[src/rtl/vga_pkg.sv]
// Shared constants and types for the video-memory write arbiter.
// The FSM encoding depends on VM_ARB_CLEAR_EN (clear engine compiled in or not).
package vga_pkg;

   localparam int unsigned VM_ADDR_W = 12;
   localparam int unsigned VM_DATA_W = 8;

`ifdef VM_ARB_CLEAR_EN
   typedef enum logic [1:0] {
      ST_IDLE  = 2'd0,
      ST_DRAIN = 2'd1,
      ST_CLEAR = 2'd2
   } vm_state_e;
`else
   typedef enum logic [0:0] {
      ST_IDLE = 1'b0
   } vm_state_e;
`endif

   typedef struct packed {
      logic [VM_ADDR_W-1:0] addr;
      logic [VM_DATA_W-1:0] data;
   } vm_entry_t;

endpackage

[src/rtl/vm_wr_fifo.sv]
// Small FIFO buffering CPU writes; pointers carry an extra wrap bit so that
// full and empty can be told apart without a separate counter register.
module vm_wr_fifo
   import vga_pkg::*;
#(
   parameter int unsigned DEPTH = 4
)(
   input  logic                                 clk,
   input  logic                                 rst_n,
   input  logic                                 i_push,
   input  vm_entry_t                            i_din,
   input  logic                                 i_pop,
   output vm_entry_t                            o_dout_c,
   output logic                                 o_full_c,
   output logic                                 o_empty_c,
   output logic [$clog2(DEPTH):0]               o_count_c
);

   localparam int unsigned PTR_W = $clog2(DEPTH);

   logic [PTR_W:0] r_wptr;
   logic [PTR_W:0] r_rptr;
   vm_entry_t      r_mem [DEPTH];
   logic           w_do_push;
   logic           w_do_pop;

   assign o_empty_c = (r_wptr == r_rptr);
   assign o_full_c  = (r_wptr[PTR_W] != r_rptr[PTR_W]) &&
                      (r_wptr[PTR_W-1:0] == r_rptr[PTR_W-1:0]);
   assign o_count_c = r_wptr - r_rptr;
   assign o_dout_c  = r_mem[r_rptr[PTR_W-1:0]];

   assign w_do_push = i_push & ~o_full_c;
   assign w_do_pop  = i_pop  & ~o_empty_c;

   // Pointer update; reset discards all buffered entries
   always_ff @(posedge clk) begin
      if (!rst_n) begin
         r_wptr <= '0;
         r_rptr <= '0;
      end else begin
         if (w_do_push) r_wptr <= r_wptr + (PTR_W+1)'(1);
         if (w_do_pop)  r_rptr <= r_rptr + (PTR_W+1)'(1);
      end
   end

   // Storage write; contents are don't-care until pushed
   always_ff @(posedge clk) begin
      if (w_do_push) r_mem[r_wptr[PTR_W-1:0]] <= i_din;
   end

endmodule

[src/rtl/vm_write_arbiter.sv]
// Arbitrates video-memory port A between buffered CPU writes and a
// full-screen clear engine. Define VM_ARB_CLEAR_EN to compile the clear
// engine in; without it only the FIFO drain path exists.
module vm_write_arbiter
   import vga_pkg::*;
#(
   parameter int unsigned FIFO_DEPTH = 4,
   parameter int unsigned CLR_WORDS  = 4096
)(
   input  logic        clk_50mhz,
   input  logic        rst_n,
   input  logic        cpu_we,
   input  logic [11:0] cpu_addr,
   input  logic [7:0]  cpu_data,
   output logic        cpu_ready,
   input  logic        clr_req,
   input  logic [7:0]  fill_char,
   output logic        clr_busy,
   output logic        vm_we,
   output logic [11:0] vm_addr,
   output logic [7:0]  vm_din
);

   localparam int unsigned CNT_W = $clog2(FIFO_DEPTH) + 1;

   logic                 w_push;
   logic                 w_pop;
   logic                 w_full;
   logic                 w_empty;
   logic                 w_ready;
   logic [CNT_W-1:0]     w_count;
   vm_entry_t            w_din;
   vm_entry_t            w_dout;
   logic                 r_run;
   logic                 r_vm_we;
   logic [VM_ADDR_W-1:0] r_vm_addr;
   logic [VM_DATA_W-1:0] r_vm_din;

   assign w_din     = '{addr: cpu_addr, data: cpu_data};
   assign w_push    = cpu_we & w_ready;
   assign cpu_ready = w_ready;
   assign vm_we     = r_vm_we;
   assign vm_addr   = r_vm_addr;
   assign vm_din    = r_vm_din;

   vm_wr_fifo #(
      .DEPTH (FIFO_DEPTH)
   ) u_fifo (
      .clk       (clk_50mhz),
      .rst_n     (rst_n),
      .i_push    (w_push),
      .i_din     (w_din),
      .i_pop     (w_pop),
      .o_dout_c  (w_dout),
      .o_full_c  (w_full),
      .o_empty_c (w_empty),
      .o_count_c (w_count)
   );

   // Ready gate: low through reset, high from the first cycle after release
   always_ff @(posedge clk_50mhz) begin
      if (!rst_n) r_run <= 1'b0;
      else        r_run <= 1'b1;
   end

`ifdef VM_ARB_CLEAR_EN

   vm_state_e            r_state;
   vm_state_e            w_state_next;
   logic [VM_ADDR_W-1:0] r_clr_cnt;
   logic [VM_DATA_W-1:0] r_fill;
   logic                 r_clr_busy;
   logic                 w_clr_wr;
   logic                 w_clr_last;
   logic                 w_clr_acc;

   assign w_clr_last = (r_clr_cnt == VM_ADDR_W'(CLR_WORDS - 1));
   assign w_clr_acc  = clr_req & (r_state == ST_IDLE);
   assign clr_busy   = r_clr_busy;

   // FSM state register
   always_ff @(posedge clk_50mhz) begin
      if (!rst_n) r_state <= ST_IDLE;
      else        r_state <= w_state_next;
   end

   // Next state: a pending or same-cycle CPU write forces a drain before clear
   always_comb begin
      w_state_next = r_state;
      case (r_state)
         ST_IDLE: begin
            if (clr_req) w_state_next = (w_push || !w_empty) ? ST_DRAIN : ST_CLEAR;
         end
         ST_DRAIN: begin
            if (w_empty || (w_count == CNT_W'(1))) w_state_next = ST_CLEAR;
         end
         ST_CLEAR: begin
            if (w_clr_last) w_state_next = ST_IDLE;
         end
         default: w_state_next = ST_IDLE;
      endcase
   end

   // Per-state controls: pop source, clear write, CPU back-pressure
   always_comb begin
      w_pop    = 1'b0;
      w_clr_wr = 1'b0;
      w_ready  = 1'b0;
      case (r_state)
         ST_IDLE: begin
            w_ready = r_run & ~w_full;
            w_pop   = ~w_empty;
         end
         ST_DRAIN: begin
            w_pop = ~w_empty;
         end
         ST_CLEAR: begin
            w_ready  = r_run & ~w_full;
            w_clr_wr = 1'b1;
         end
         default: begin
            w_pop = 1'b0;
         end
      endcase
   end

   // Clear address counter and fill character latch
   always_ff @(posedge clk_50mhz) begin
      if (!rst_n) begin
         r_clr_cnt <= '0;
         r_fill    <= '0;
      end else begin
         if (w_clr_acc) r_fill <= fill_char;
         if (w_clr_wr)  r_clr_cnt <= w_clr_last ? '0 : r_clr_cnt + VM_ADDR_W'(1);
      end
   end

   // Registered VM port A and busy flag
   always_ff @(posedge clk_50mhz) begin
      if (!rst_n) begin
         r_vm_we    <= 1'b0;
         r_vm_addr  <= '0;
         r_vm_din   <= '0;
         r_clr_busy <= 1'b0;
      end else begin
         r_vm_we    <= w_pop | w_clr_wr;
         r_clr_busy <= (w_state_next != ST_IDLE);
         if (w_clr_wr) begin
            r_vm_addr <= r_clr_cnt;
            r_vm_din  <= r_fill;
         end else if (w_pop) begin
            r_vm_addr <= w_dout.addr;
            r_vm_din  <= w_dout.data;
         end
      end
   end

`else

   logic w_unused_clr;

   assign w_unused_clr = ^{clr_req, fill_char, w_count, VM_ADDR_W'(CLR_WORDS - 1)};
   assign clr_busy     = 1'b0;
   assign w_ready      = r_run & ~w_full;
   assign w_pop        = ~w_empty;

   // Registered VM port A, fed only by the FIFO
   always_ff @(posedge clk_50mhz) begin
      if (!rst_n) begin
         r_vm_we   <= 1'b0;
         r_vm_addr <= '0;
         r_vm_din  <= '0;
      end else begin
         r_vm_we <= w_pop;
         if (w_pop) begin
            r_vm_addr <= w_dout.addr;
            r_vm_din  <= w_dout.data;
         end
      end
   end

`endif

endmodule

[config.mk]
export PLATFORM = sky130hd
export DESIGN_NAME = vm_write_arbiter
export DESIGN_NICKNAME = d
export VERILOG_FILES = /design/src/rtl/vga_pkg.sv /design/src/rtl/vm_wr_fifo.sv /design/src/rtl/vm_write_arbiter.sv
export SDC_FILE = /design/constraint.sdc
export NUM_CORES = 1
export LEC_CHECK = 0
export ABC_AREA = 0
export ABC_CLOCK_PERIOD_IN_PS = 4000
export CAP_MARGIN = 30
export CORE_MARGIN = 1
export CORE_UTILIZATION = 45
export DETAILED_ROUTE_END_ITERATION = 7
export PLACE_DENSITY = 0.78
export REMOVE_ABC_BUFFERS = 1
export SLEW_MARGIN = 20
export SYNTH_ARGS = -nofsm -noshare
export SYNTH_HDL_FRONTEND = slang
export SYNTH_SLANG_ARGS = --single-unit
[constraint.sdc]
create_clock -name clk_50mhz -period 4 [get_ports clk_50mhz]
set_clock_uncertainty 0.15 [all_clocks]
set_input_delay 0.8 -clock clk_50mhz [delete_from_list [all_inputs] [get_ports clk_50mhz]]
set_output_delay 0.8 -clock clk_50mhz [all_outputs]
set_load 0.02 [all_outputs]
==> out/results.txt <==
CTS sink cnt - 108
Netlist Area Pre-Place - 4260 sq um
Final Hold Fails - 0
Compound-Gate Fraction of Synth Area - 7.37%
Post-CTS Setup Inserts - 0
H-tree depth - 3
status - finished, final reports clean
Final Wtd Congestion - 0.730
antenna-violating nets left - 0
Cell variety after synth - 31
Hold WC Path Type - flop to flop
pre-CTS setup slack - 1010 ps
Synth area leaders - edfxtp_1, dfxtp_1, mux4_2, o31ai_1, nand4_1
die span in x - 99.3 um
CTS tree - built
Final setup viols - 0
DR vias - 2449
final wirelength - 8160 um
max_cap viols - 0
pwr/cell area - 594 nW/um^2
Cells after Synth - 256
worst-margin pin slew - 846 ps
Max IR drop VDD - 262 uV
CP max FO - 13
Layout Nets - 338
Setup crit start kind - flop
final std cells w/o fill - 417
Row Count - 35
Area Growth Syn to Fin - 18.9%
Skew-Pair Late Insertion Delay - 360 ps
syn_area_per_cell - 16.7 sq um
post-synthesis mux area share - 11.3%
Slew headroom - 43.5%
post-DR wirelength/cell - 19.6 um
core footprint - 9200 sq um
largest family of logic cells by synthesized area - multiplexers
initial antenna violation count - 0
Starting Density - 46.4%
top post-synthesis cells by count - edfxtp_1, dfxtp_1, o31ai_1
Adder-Cell Fraction of Synth Area - 1.47%
synthesis warning total - 0
final period utilization - 84.6%
Seq/Total Area, Yosys - 69.5%
setup tns final - 0 ps
Post-Synth Simple-Gate Area - 5.40%
ant diodes - 0
Port-buffer cells - 44
Pins Over Slew Limit - 0
Root Driver - clkbuf_8
post-cts sizing count - 0
clock buffer depth - 2
largest net degree at the start of global routing - 26
layout cells sized above 1 - 18.6%
total grt overflow - 0
Cells after DPL - 401
Die H - 99.3 um
Critical Path Sink Type - primary output
post-synthesis xor/xnor area fraction - 1.94%
die area - 9870 sq um
Leak - 1.66 nW
Pre-antenna DRT Iters - 4
CTS Buf Count - 9
Critical Path AT - 2430 ps
worst path required time - 3050 ps
Top Ports - 55
fraction of registers with async set/reset - 0%
final worst setup slack - 617 ps
EDFF count, synth - 80
Yosys reg bits - 108
CTS clk-pin slew, worst paths - 100 ps
first-pass GRT wire length - 12800 um
vias per std cell - 5.87
all-layer global routing usage - 17.7%
HPWL Detailed - 4780 um
Setup CP Type - flop to primary output
post-synth top area cell - edfxtp_1
post-route minimum period - 3380 ps
share of the synthesized area in the top cell type - 56.3%
main flop type after synthesis - edfxtp_1
hold_buf cts - 0
vias in the first global route - 2417
count leader, synth - edfxtp_1
fillers - 748
DRC Markers - 0
RSZ-0062 raised after global routing - no
fmax - 296 MHz
initial DRC count - 196
## metal layers
layer,global-route usage (%),wire [um],vias up,part of all wire [%]
met5,0,0,-,0
met4,8.60,136,0,1.7
met3,3.87,656,12,8.0
met2,29.0,4070,114,50
met1,22.6,3300,1208,40
li1,-,-,1115,-
## final timing paths
path                            slack (ps)                  to  depth (start not counted)        startpoint
worst max-delay path                   620           cpu_ready                          5  u_fifo.r_wptr[2]
worst min-delay path                   320          vm_addr[0]                          2        vm_addr[0]
worst max register to register        1620  u_fifo.r_mem[2][1]                          4  u_fifo.r_rptr[0]
worst min register to register         320          vm_addr[0]                          2        vm_addr[0]
## state kept, by name, summed over array words and instances (netlist names)
register       cells
vm_din             8
vm_addr           12
u_fifo.r_rptr      3
u_fifo.r_wptr      3
vm_we              1
r_run              1
u_fifo.r_mem      80
## worst max-delay path: stages, from the launching register on
cell and delay (ps):
dfxtp_1 410, xnor2_2 580, buf_6 250, nor3_1 110, nor2b_1 120, clkdlybuf4s50_1 610
## cells by family (layout without fill, tap and decap cells)
family                     count (synthesis)  after routing
AOI/OAI and AO/OA                         48             48
xor gates and xnor gates                   6              6
adders and majority gates                  5              5
buffers and inverters                     26             76
DFF                                      108            108
muxes                                     23             23
other                                      1              1
and+or+nand+nor                           39             39
## area by class of cell
cell class	instances	area (sq um)	share of cell area, %
Inverter	4	15.0	0.296
Timing Repair Buffer	56	538	10.6
Clock inverter	7	97.6	1.92
Clock buffer	9	124	2.44
Tap cell	111	139	2.74
Sequential cell	108	2960	58.4
Multi-Input combinational cell	122	1190	23.5
## stage by stage
| stage | power (mW) | hold WS (ps) | utilization, % | area, sq um |
|---|---|---|---|---|
| 2_1_floorplan | 1.94 | 352 | - | 4150 |
| 3_3_place_gp | 2.28 | 305 | 52.5 | 4830 |
| 3_5_place_dp | 2.32 | 316 | 52.7 | 4850 |
| 4_1_cts | 3.03 | 330 | 55.1 | 5070 |
| 5_1_grt | 3.15 | 344 | 55.1 | 5070 |
| 6_report | 3.01 | 321 | 55.1 | 5070 |
## placed cells by master, fill, tap and decap left out, types with 3 or more instances in the layout
cell type / count
nand4_1: 21
xnor2_2: 3
mux4_2: 20
inv_1: 4
clkdlybuf4s50_1: 44
mux2i_1: 3
dfxtp_1: 28
a21oi_1: 21
and2_1: 3
buf_4: 10
edfxtp_1: 80
o31ai_1: 22
nand2_1: 7
xor2_2: 3
ha_1: 5
clkbuf_8: 9
## report_power, final
part           internal (mW)  switching, mW
Combinational          0.421          0.470
Sequential              1.32         0.0846
Clock                  0.356          0.363
(Power assumes the default switching activity.)
